$ cat config.mk
export PLATFORM = sky130hd
export DESIGN_NAME = onewire_write_byte
export DESIGN_NICKNAME = d
export VERILOG_FILES = /design/src/rtl/onewire_write_byte.sv
export SDC_FILE = /design/constraint.sdc
export NUM_CORES = 1
export LEC_CHECK = 0
export BUFFER_PORTS_ARGS = -buffer_cell sky130_fd_sc_hd__buf_2
export CAP_MARGIN = 20
export CORE_UTILIZATION = 47
export DETAILED_ROUTE_END_ITERATION = 12
export PLACE_DENSITY = 0.75
export SLEW_MARGIN = 20
export SYNTH_ARGS = -nofsm -noshare
export SYNTH_HDL_FRONTEND = slang
export SYNTH_SLANG_ARGS = --single-unit
$ cat constraint.sdc
create_clock -name clk -period 5.8 [get_ports clk]
set_input_delay 0 -clock clk [delete_from_list [all_inputs] [get_ports clk]]
set_output_delay 0 -clock clk [all_outputs]
set_load 0.02 [all_outputs]
$ cat src/rtl/onewire_write_byte.sv
// rtl/onewire_write_byte.sv - 1-Wire master byte transmitter, eight LSB-first write slots
module onewire_write_byte #(
    parameter int CLKS_PER_US = 27,
    parameter int SLOT_US     = 70,
    parameter int LOW1_US     = 6,
    parameter int LOW0_US     = 60
) (
    input  logic       clk,
    input  logic       rst,
    input  logic       start,
    input  logic [7:0] data,
    output logic       busy,
    output logic       drive_low,
    output logic       done,
    output logic [3:0] bit_idx
);

    localparam int SLOT_CYC = SLOT_US * CLKS_PER_US;
    localparam int CNT_W    = (SLOT_CYC > 1) ? $clog2(SLOT_CYC) : 1;

    // Slot timing constants, sized to the counter so every compare is width-matched.
    localparam logic [CNT_W-1:0] CNT_LAST = CNT_W'(SLOT_CYC - 1);
    localparam logic [CNT_W-1:0] LOW1_CYC = CNT_W'(LOW1_US * CLKS_PER_US);
    localparam logic [CNT_W-1:0] LOW0_CYC = CNT_W'(LOW0_US * CLKS_PER_US);

    typedef enum logic [1:0] {
        S_IDLE = 2'd0,
        S_SLOT = 2'd1,
        S_DONE = 2'd2
    } state_t;

    state_t           state_q, state_d;
    logic [7:0]       shreg_q, shreg_d;
    logic [CNT_W-1:0] cnt_q, cnt_d;
    logic [3:0]       bit_idx_q, bit_idx_d;
    logic             drive_low_q, drive_low_d;

    // State and datapath registers; reset wins over any same-edge start.
    always_ff @(posedge clk) begin
        if (rst) begin
            state_q     <= S_IDLE;
            shreg_q     <= '0;
            cnt_q       <= '0;
            bit_idx_q   <= '0;
            drive_low_q <= 1'b0;
        end else begin
            state_q     <= state_d;
            shreg_q     <= shreg_d;
            cnt_q       <= cnt_d;
            bit_idx_q   <= bit_idx_d;
            drive_low_q <= drive_low_d;
        end
    end

    // Next-state logic; drive_low is computed from next-state values so the
    // registered pin lines up with the counter of the cycle it belongs to.
    always_comb begin
        state_d   = state_q;
        shreg_d   = shreg_q;
        cnt_d     = cnt_q;
        bit_idx_d = bit_idx_q;

        unique case (state_q)
            S_IDLE, S_DONE: begin
                // DONE accepts start just like IDLE so bytes can run back to back.
                cnt_d     = '0;
                bit_idx_d = '0;
                if (start) begin
                    shreg_d = data;
                    state_d = S_SLOT;
                end else begin
                    state_d = S_IDLE;
                end
            end
            S_SLOT: begin
                if (cnt_q == CNT_LAST) begin
                    cnt_d     = '0;
                    shreg_d   = shreg_q >> 1;
                    bit_idx_d = bit_idx_q + 4'd1;
                    if (bit_idx_q == 4'd7) begin
                        state_d = S_DONE;
                    end
                end else begin
                    cnt_d = cnt_q + 1'b1;
                end
            end
            default: begin
                state_d = S_IDLE;
            end
        endcase

        // The last slot cycle always falls past either low time, so the bus is
        // guaranteed released for at least one cycle between slots.
        drive_low_d = (state_d == S_SLOT) &&
                      (cnt_d < (shreg_d[0] ? LOW1_CYC : LOW0_CYC));
    end

    assign busy      = (state_q == S_SLOT);
    assign done      = (state_q == S_DONE);
    assign bit_idx   = bit_idx_q;
    assign drive_low = drive_low_q;

endmodule

==> flow_metrics.tcl, run 1 <==
set metrics [dict create \
    hold_viol_final 0 \
    multi_input_area_um2 855 \
    yosysSeqAreaShare 0.360 \
    synth_ff_type "dfxtp_1" \
    worstMarginPinSlew_ns 0.739 \
    die_width_um 57.5 \
    grt_start_max_net_pins 17 \
    final_max_slew_viol_count 0 \
    vias 1252 \
    crit_fanout 11 \
    cap_violations 0 \
    period_needed_ns 4.21 \
    synth.area.top_cells "dfxtp_1, ha_1, nor2_1" \
    synth_area_per_cell_um2 8.65 \
    ant_nets 0 \
    cts_max_path_buffers 2 \
    period_share 0.726 \
    overflow 0 \
    syn_area_um2 1450 \
    synth_top_area_share 0.360 \
    area_growth_pct 14.5 \
    core_area_um2 2830 \
    fillers 244 \
    drt_pre_antenna_iters 4 \
    p_leak_nw 0.661 \
    synth_cell_type_count 40 \
    grt_setup_unrepaired "false" \
    clock-sinks 26 \
    whs_ns 0.00494 \
    seq_area_um2 520 \
    synth_nets 188 \
    r2r_slack_ns 1.59 \
    status "finished clean" \
    required_ns 6.06 \
    worst_clock_skew_ns 0.00938 \
    hold_class "in2reg" \
    design_area_um2 1660 \
    power_density_nw_per_um2 214 \
    placed_area_um2 1530 \
    die_h_um 57.5 \
    yosysTopAreaCell "dfxtp_1" \
    antenna_found_initial 0 \
    postCtsSetupBuffers 0 \
    start_util 0.511 \
    synth_edf_count 0 \
    drive_above_1_share 0.153 \
    diodes 0 \
    tritoncts "built" \
    grt.total_usage 0.195 \
    timing.fmax_ghz 0.238 \
    setup_viol 0 \
    arrival_ns 4.47 \
    tns_ns 0 \
    post_drt_wl_per_cell_um 13.4 \
    vdd_drop_max_v 0.000128 \
    wirelength_um 2950 \
    critical_path_class "reg2reg" \
    die_area_um2 3300 \
    final_util 0.585 \
    fin_nets 211 \
    pin_count 18 \
    gp_congestion 0.857 \
    async_reset_ff_frac 0 \
    worstSetupEndpointType "flip-flop" \
    layout_commonest_cell "nor2_1" \
    rows 19 \
    cts_root_buffer "clkbuf_4" \
    clock_latency_ns 0.33 \
    avgViaCountPerCell 5.69 \
    dr.first_iter.drc_count 93 \
    grt_pass1_vias 1146 \
    htree_levels 1 \
    maxSlewHeadroom 0.507 \
    syn_inst 167 \
    cts_made_buffers 3 \
    yosys_warnings 0 \
    ys_ff_latch 26 \
    grt_pass1_wl_um 5040 \
    dpl.hpwl_um 2190 \
    io_buffer_count 17 \
    clkSlewWorstSetupHoldPaths_ns 0.15 \
    crit_path_start_kind "flip-flop" \
    layout_common_cells "nor2_1, dfxtp_1, buf_2, a21oi_1, nand2_1" \
    drcViolationCount 0 \
]
worst paths after layout:
kind / startpoint / end / depth (start not counted)
setup / recovery: cnt_q[0] / drive_low / 13
hold reg to reg: shreg_q[4] / shreg_q[4] / 2
setup reg to reg: cnt_q[0] / drive_low / 13
hold / removal: rst / bit_idx[0] / 2
sequential cells by signal, summed over array words and instances (netlist names):
register and cells:
state_q 2, cnt_q 11, drive_low 1, bit_idx 4
shreg_q 8
critical path, stage by stage (launching register included):
cell and delay, ns:
dfxtp_1 0.46, ha_1 0.18, or4b_4 0.50, nor4_4 0.54, nor2_1 0.26, a21oi_1 0.40
inv_1 0.20, ha_1 0.35, inv_1 0.10, nor3_1 0.06, a2111oi_0 0.41, o311ai_1 0.19
o221a_1 0.27, a311oi_2 0.22
kinds of logic after synthesis:
| family | count (synthesis) | share of synthesized area |
|---|---|---|
| buffers and inverters | 14 | 0.0485 |
| AO/OA/AOI/OAI | 31 | 0.160 |
| flip-flops | 26 | 0.360 |
| multiplexers | 2 | 0.0147 |
| adder cells (fa/ha/maj) | 10 | 0.0866 |
| XOR/XNOR | 11 | 0.0667 |
| AND/OR/NAND/NOR | 73 | 0.263 |
power by group:
part / total (mW) / switching (mW) / internal, mW
clock network: 0.125 / 0.0553 / 0.0700
logic: 0.0412 / 0.0232 / 0.0181
registers: 0.188 / 0.00397 / 0.184
synthesized netlist by cell type, types with 5 or more instances:
master	instances
xnor2_1	5
a21oi_1	12
nor2_1	28
inv_1	7
nand2_1	12
xor2_1	6
a22oi_1	7
dfxtp_1	26
ha_1	10
nand4_1	6
nor3_1	5
layer usage:
metal	part of all wire	wire, µm	GRT usage
met5	0	0	0
met4	0.019	57	0.0801
met3	0.041	120	0.0295
met2	0.47	1390	0.314
met1	0.47	1390	0.261
per-stage QoR:
| stage | power (mW) | instances | setup WS (ns) |
|---|---|---|---|
| after global routing | 0.369 | 220 | 1.17 |
| after global placement | 0.227 | 209 | 1.92 |
| after CTS | 0.356 | 220 | 1.60 |
| after floorplan | 0.218 | 167 | 2.47 |
| final | 0.354 | 220 | 1.59 |
| after detailed placement | 0.228 | 209 | 1.64 |
area by class of cell:
type,instances,share of cell area
Multi-Input combinational cell,127,0.516
Clock buffer,3,0.0136
Tap cell,31,0.0234
Sequential cell,26,0.314
Timing Repair Buffer,25,0.0983
Clock inverter,1,0.0181
Inverter,7,0.0159
repair_timing:
item                                    4_1_cts  5_1_grt
hold buffers                                  7        0
resized for setup                             0        0
hold endpoints to repair                      7        0
endpoints found under the setup margin        0        0
(Power assumes the default switching activity.)
==> run 2, diff against run 1 <==
clock period = 4.1 ns   (was 5.8 ns; I/O delays follow)
==> flow_metrics.tcl, run 2 (synthesis results as in run 1) <==
set metrics [dict create \
    status "finished clean" \
    crit_slowest_cell "or4b_4" \
    cts_hold_buf 7 \
    drive_above_1_share 0.167 \
    final_max_slew_viol_count 0 \
    die_h_um 57.5 \
    path_delay_family "compound AO/OA/AOI/OAI gates" \
    reg2reg_depth 13 \
    setup_viol 0 \
    fin_nets 214 \
    cp_slowest_stage_delay_ns 0.50 \
    power_density_nw_per_um2 300 \
    crit_fanout 8 \
    gp_congestion 0.863 \
    avgViaCountPerCell 5.73 \
    required_ns 4.36 \
    tns_ns 0 \
    die_area_um2 3300 \
    critical_path.cell_chain "ha_1 -> or4b_4 -> nor4_4 -> nor2_1 -> a21oi_1 -> inv_1 -> ha_1 -> inv_1 -> nor3_1 -> a2111oi_0 -> o311ai_1 -> o221a_1 -> a311oi_2" \
    clkSlewWorstSetupHoldPaths_ns 0.15 \
    drt_pre_antenna_iters 5 \
    post_drt_wl_per_cell_um 13.8 \
    critPathBufInv 2 \
    min_from "rst" \
    grt.total_usage 0.205 \
    grt_setup_unrepaired "false" \
    period_needed_ns 3.74 \
    drcViolationCount 0 \
    pin_count 18 \
    antenna_found_initial 0 \
    overflow 0 \
    rows 19 \
    io_buffer_count 17 \
    fin_ws_ns 0.360 \
    htree_levels 1 \
    timing.fmax_ghz 0.267 \
    tritoncts "built" \
    grt_pass1_wl_um 5290 \
    largest_reg_flops 11 \
    core_area_um2 2830 \
    critical_path_class "reg2reg" \
    r2r_slack_ns 0.36 \
    maxSlewHeadroom 0.626 \
    diodes 0 \
    period_share 0.912 \
    wirelength_um 3070 \
    postCtsSetupBuffers 0 \
    r2r_start "cnt_q[0]" \
    vias 1278 \
    vdd_drop_max_v 0.000190 \
    clock-sinks 26 \
    holdPathEnd "shreg_q[0]" \
    arrival_ns 4.00 \
    start_util 0.511 \
    worst_clock_skew_ns 0.00942 \
    final_util 0.593 \
    cts_made_buffers 3 \
    preCtsSetupSlack_ns 0.401 \
    layout_common_cells "nor2_1, dfxtp_1, buf_2, a21oi_1, nand2_1" \
    hold_path_depth 2 \
    p_leak_nw 0.677 \
    fillers 250 \
    clock_latency_ns 0.33 \
    ant_nets 0 \
    worstMarginPinSlew_ns 0.559 \
    die_width_um 57.5 \
    dpl.hpwl_um 2220 \
    layout_commonest_cell "nor2_1" \
    area_growth_pct 16.1 \
    post_cts_resize_count 0 \
    worstSetupEndpointType "flip-flop" \
    hold_class "in2reg" \
    critPathLaunch "cnt_q[0]" \
    grt_start_max_net_pins 17 \
    total_power_mw 0.503 \
    crit_path_start_kind "flip-flop" \
    hold_viol_final 0 \
    regMostFlops "cnt_q" \
    cap_violations 0 \
    dr.first_iter.drc_count 39 \
    r2r_end "drive_low" \
    cts_root_buffer "clkbuf_4" \
    cts_max_path_buffers 2 \
    grt_pass1_vias 1194 \
]
[run 2: cell count changes in the layout (fill, tap and decap cells not counted), sizes merged]
cell / delta
buf: +3
[run 2: worst register-to-register path, delay by kind of cell, from the launching register on]
kind | cells | cell delay, ns
simple gates | 4 | 0.97
fa+ha+maj | 2 | 0.51
buf+inv | 2 | 0.27
flops | 1 | 0.46
compound gates | 5 | 1.46
[run 2: worst max path at each step]
stage                            to  slack [ns]  depth (start not counted)
after floorplan           drive_low        0.77                         13
after global placement    drive_low        0.63                         13
after detailed placement  drive_low        0.40                         13
after CTS                 drive_low        0.37                         13
after global routing      drive_low        0.09                         13
final                     drive_low        0.36                         13
[run 2: report_power, final]
group,leakage [nW],switching [mW],internal [mW]
combinational,0.437,0.0337,0.0265
clock,0.0279,0.0786,0.0989
sequential,0.211,0.00571,0.260
[run 2: metal layers]
layer | vias up | wire length (µm) | track usage
met3 | 4 | 127 | 0.0227
li1 | 646 | - | -
met2 | 37 | 1500 | 0.332
met4 | 0 | 29 | 0.0732
met1 | 591 | 1420 | 0.281
met5 | - | 0 | 0
[run 2: per-stage QoR]
stage	area, µm²	std cells	hold WS [ns]
2_1_floorplan	1450	167	0.0691
3_3_place_gp	1560	212	0.230
3_5_place_dp	1560	212	0.240
4_1_cts	1680	223	0.00330
5_1_grt	1680	223	0.0136
6_report	1680	223	0.0119
[run 2: final cells by class]
class	instances	area [µm²]	share of cell area
Clock buffer	3	22.5	0.0134
Sequential cell	26	520	0.310
Clock inverter	1	30.0	0.0179
Multi-Input combinational cell	127	855	0.509
Timing Repair Buffer	28	185	0.110
Tap cell	31	38.8	0.0231
Inverter	7	26.3	0.0157
==> run 3, diff against run 2 <==
CELL_PAD_IN_SITES_DETAIL_PLACEMENT = 1   (was not set)
CELL_PAD_IN_SITES_GLOBAL_PLACEMENT = 2   (was not set)
CORE_UTILIZATION = 34   (was 47)
PLACE_DENSITY = 0.85   (was 0.75)
clock period = 3.6 ns   (was 4.1 ns; I/O delays follow)
==> flow_metrics.tcl, run 3 (synthesis results as in run 1) <==
set metrics [dict create \
    core_area_um2 4030 \
    fillers 485 \
    avgViaCountPerCell 5.33 \
    clkSlewWorstSetupHoldPaths_ns 0.10 \
    htree_levels 1 \
    grt_start_max_net_pins 17 \
    dr.first_iter.drc_count 41 \
    regMostFlops "cnt_q" \
    gp_congestion 0.817 \
    path_delay_family "compound AO/OA/AOI/OAI gates" \
    dpl.hpwl_um 2890 \
    clock-sinks 26 \
    antenna_found_initial 0 \
    placed_area_um2 1600 \
    period_share 0.950 \
    worst_clock_skew_ns 0.00545 \
    crit_fanout 9 \
    cts_max_path_buffers 2 \
    timing.fmax_ghz 0.292 \
    critPathBufInv 2 \
    hold_class "in2reg" \
    critical_path_class "reg2reg" \
    rows 23 \
    r2r_start "cnt_q[1]" \
    critical_path.cell_chain "inv_1 -> ha_1 -> or4b_4 -> o41ai_2 -> buf_4 -> nor2_1 -> ha_1 -> a21o_1 -> a2111oi_2 -> o311ai_1 -> o221a_1 -> a311oi_2" \
    min_from "data[3]" \
    maxSlewHeadroom 0.736 \
    clock_latency_ns 0.28 \
    crit_path_start_kind "flip-flop" \
    overflow 0 \
    drt_pre_antenna_iters 4 \
    cts_made_buffers 3 \
    io_buffer_count 17 \
    grt_pass1_wl_um 6150 \
    arrival_ns 3.61 \
    cts_root_buffer "clkbuf_8" \
    hold_viol_final 0 \
    status "finished clean" \
    drcViolationCount 0 \
    layout_commonest_cell "nor2_1" \
    worstMarginPinSlew_ns 0.392 \
    die_area_um2 4520 \
    tritoncts "built" \
    whs_ns 0.0112 \
    post_drt_wl_per_cell_um 15.6 \
    crit_slowest_cell "or4b_4" \
    layout_common_cells "nor2_1, dfxtp_1, buf_2, nand2_1, a21oi_1" \
    worstSetupEndpointType "flip-flop" \
    grt.total_usage 0.181 \
    final_max_slew_viol_count 0 \
    period_needed_ns 3.42 \
    power_density_nw_per_um2 361 \
    ant_nets 0 \
    wirelength_um 3750 \
    fin_nets 212 \
    total_power_mw 0.620 \
    cap_violations 0 \
    vdd_drop_max_v 0.000185 \
    largest_reg_flops 11 \
    die_h_um 67.2 \
    critPathLaunch "cnt_q[1]" \
    cp_slowest_stage_delay_ns 0.51 \
    p_leak_nw 0.682 \
    design_area_um2 1720 \
    vias 1279 \
    tns_ns 0 \
    critical_path.most_common_cell "ha_1" \
    setup_viol 0 \
    start_util 0.359 \
    die_width_um 67.2 \
    area_growth_pct 18.7 \
    required_ns 3.79 \
    grt_pass1_vias 1373 \
    diodes 0 \
    pin_count 18 \
    drive_above_1_share 0.221 \
]
==> run 3: changes by cell type in the layout (fill, tap and decap cells not counted), moves of 3 or more <==
cell	delta
clkbuf_8	+3
dlygate4sd3_1	-6
clkbuf_4	-3
buf_4	+3
==> run 3: what timing repair did <==
item / 4_1_cts / 5_1_grt
resized for setup: 3 / 5
pin swaps: 0 / 3
setup endpoints to repair: 1 / 1
buffers inserted: 0 / 1
endpoints found under the hold margin: 1 / 0
hold buffers: 1 / 0
==> run 3: final cells by class <==
class | count | area (µm²) | area share
multi-input combinational | 127 | 875 | 0.510
sequential | 26 | 522 | 0.304
timing repair buffer | 26 | 159 | 0.0926
tap | 50 | 62.6 | 0.0365
clock buffer | 3 | 41.3 | 0.0241
clock inverter | 1 | 30.0 | 0.0175
inverter | 7 | 26.3 | 0.0153
==> run 3: final timing paths <==
| check | endpoint | slack [ns] | cells past startpoint |
|---|---|---|---|
| max | drive_low | 0.18 | 12 |
| min | shreg_q[3] | 0.01 | 3 |
| max reg2reg | drive_low | 0.18 | 12 |
| min reg2reg | shreg_q[4] | 0.47 | 2 |
==> run 3: stage by stage <==
| step | std cells | util | setup slack [ns] |
|---|---|---|---|
| after floorplan | 167 | - | 0.267 |
| after global placement | 234 | 0.398 | 0.189 |
| after detailed placement | 234 | 0.398 | -0.0587 |
| after CTS | 239 | 0.421 | 0.0159 |
| after global routing | 240 | 0.426 | -0.0195 |
| final | 240 | 0.426 | 0.179 |
==> run 3: per-layer routing <==
metal  share of wire  vias to the layer above  global-route usage
met2            0.52                       15               0.336
met5               0                        -                   0
li1                -                      638                   -
met3           0.029                        6              0.0338
met4           0.010                        0              0.0585
met1            0.44                      620               0.204
==> run 3: worst register-to-register path, cell delays in order, from the launching register on <==
cell and delay (ns):
dfxtp_1 0.36, inv_1 0.11, ha_1 0.14, or4b_4 0.51, o41ai_2 0.38, buf_4 0.23
nor2_1 0.07, ha_1 0.29, a21o_1 0.20, a2111oi_2 0.37, o311ai_1 0.18, o221a_1 0.27
a311oi_2 0.22
==> run 3: report_power, final <==
group | internal (mW) | switching (mW)
clock | 0.149 | 0.0973
combinational | 0.0305 | 0.0406
sequential | 0.296 | 0.00694
total | 0.475 | 0.145
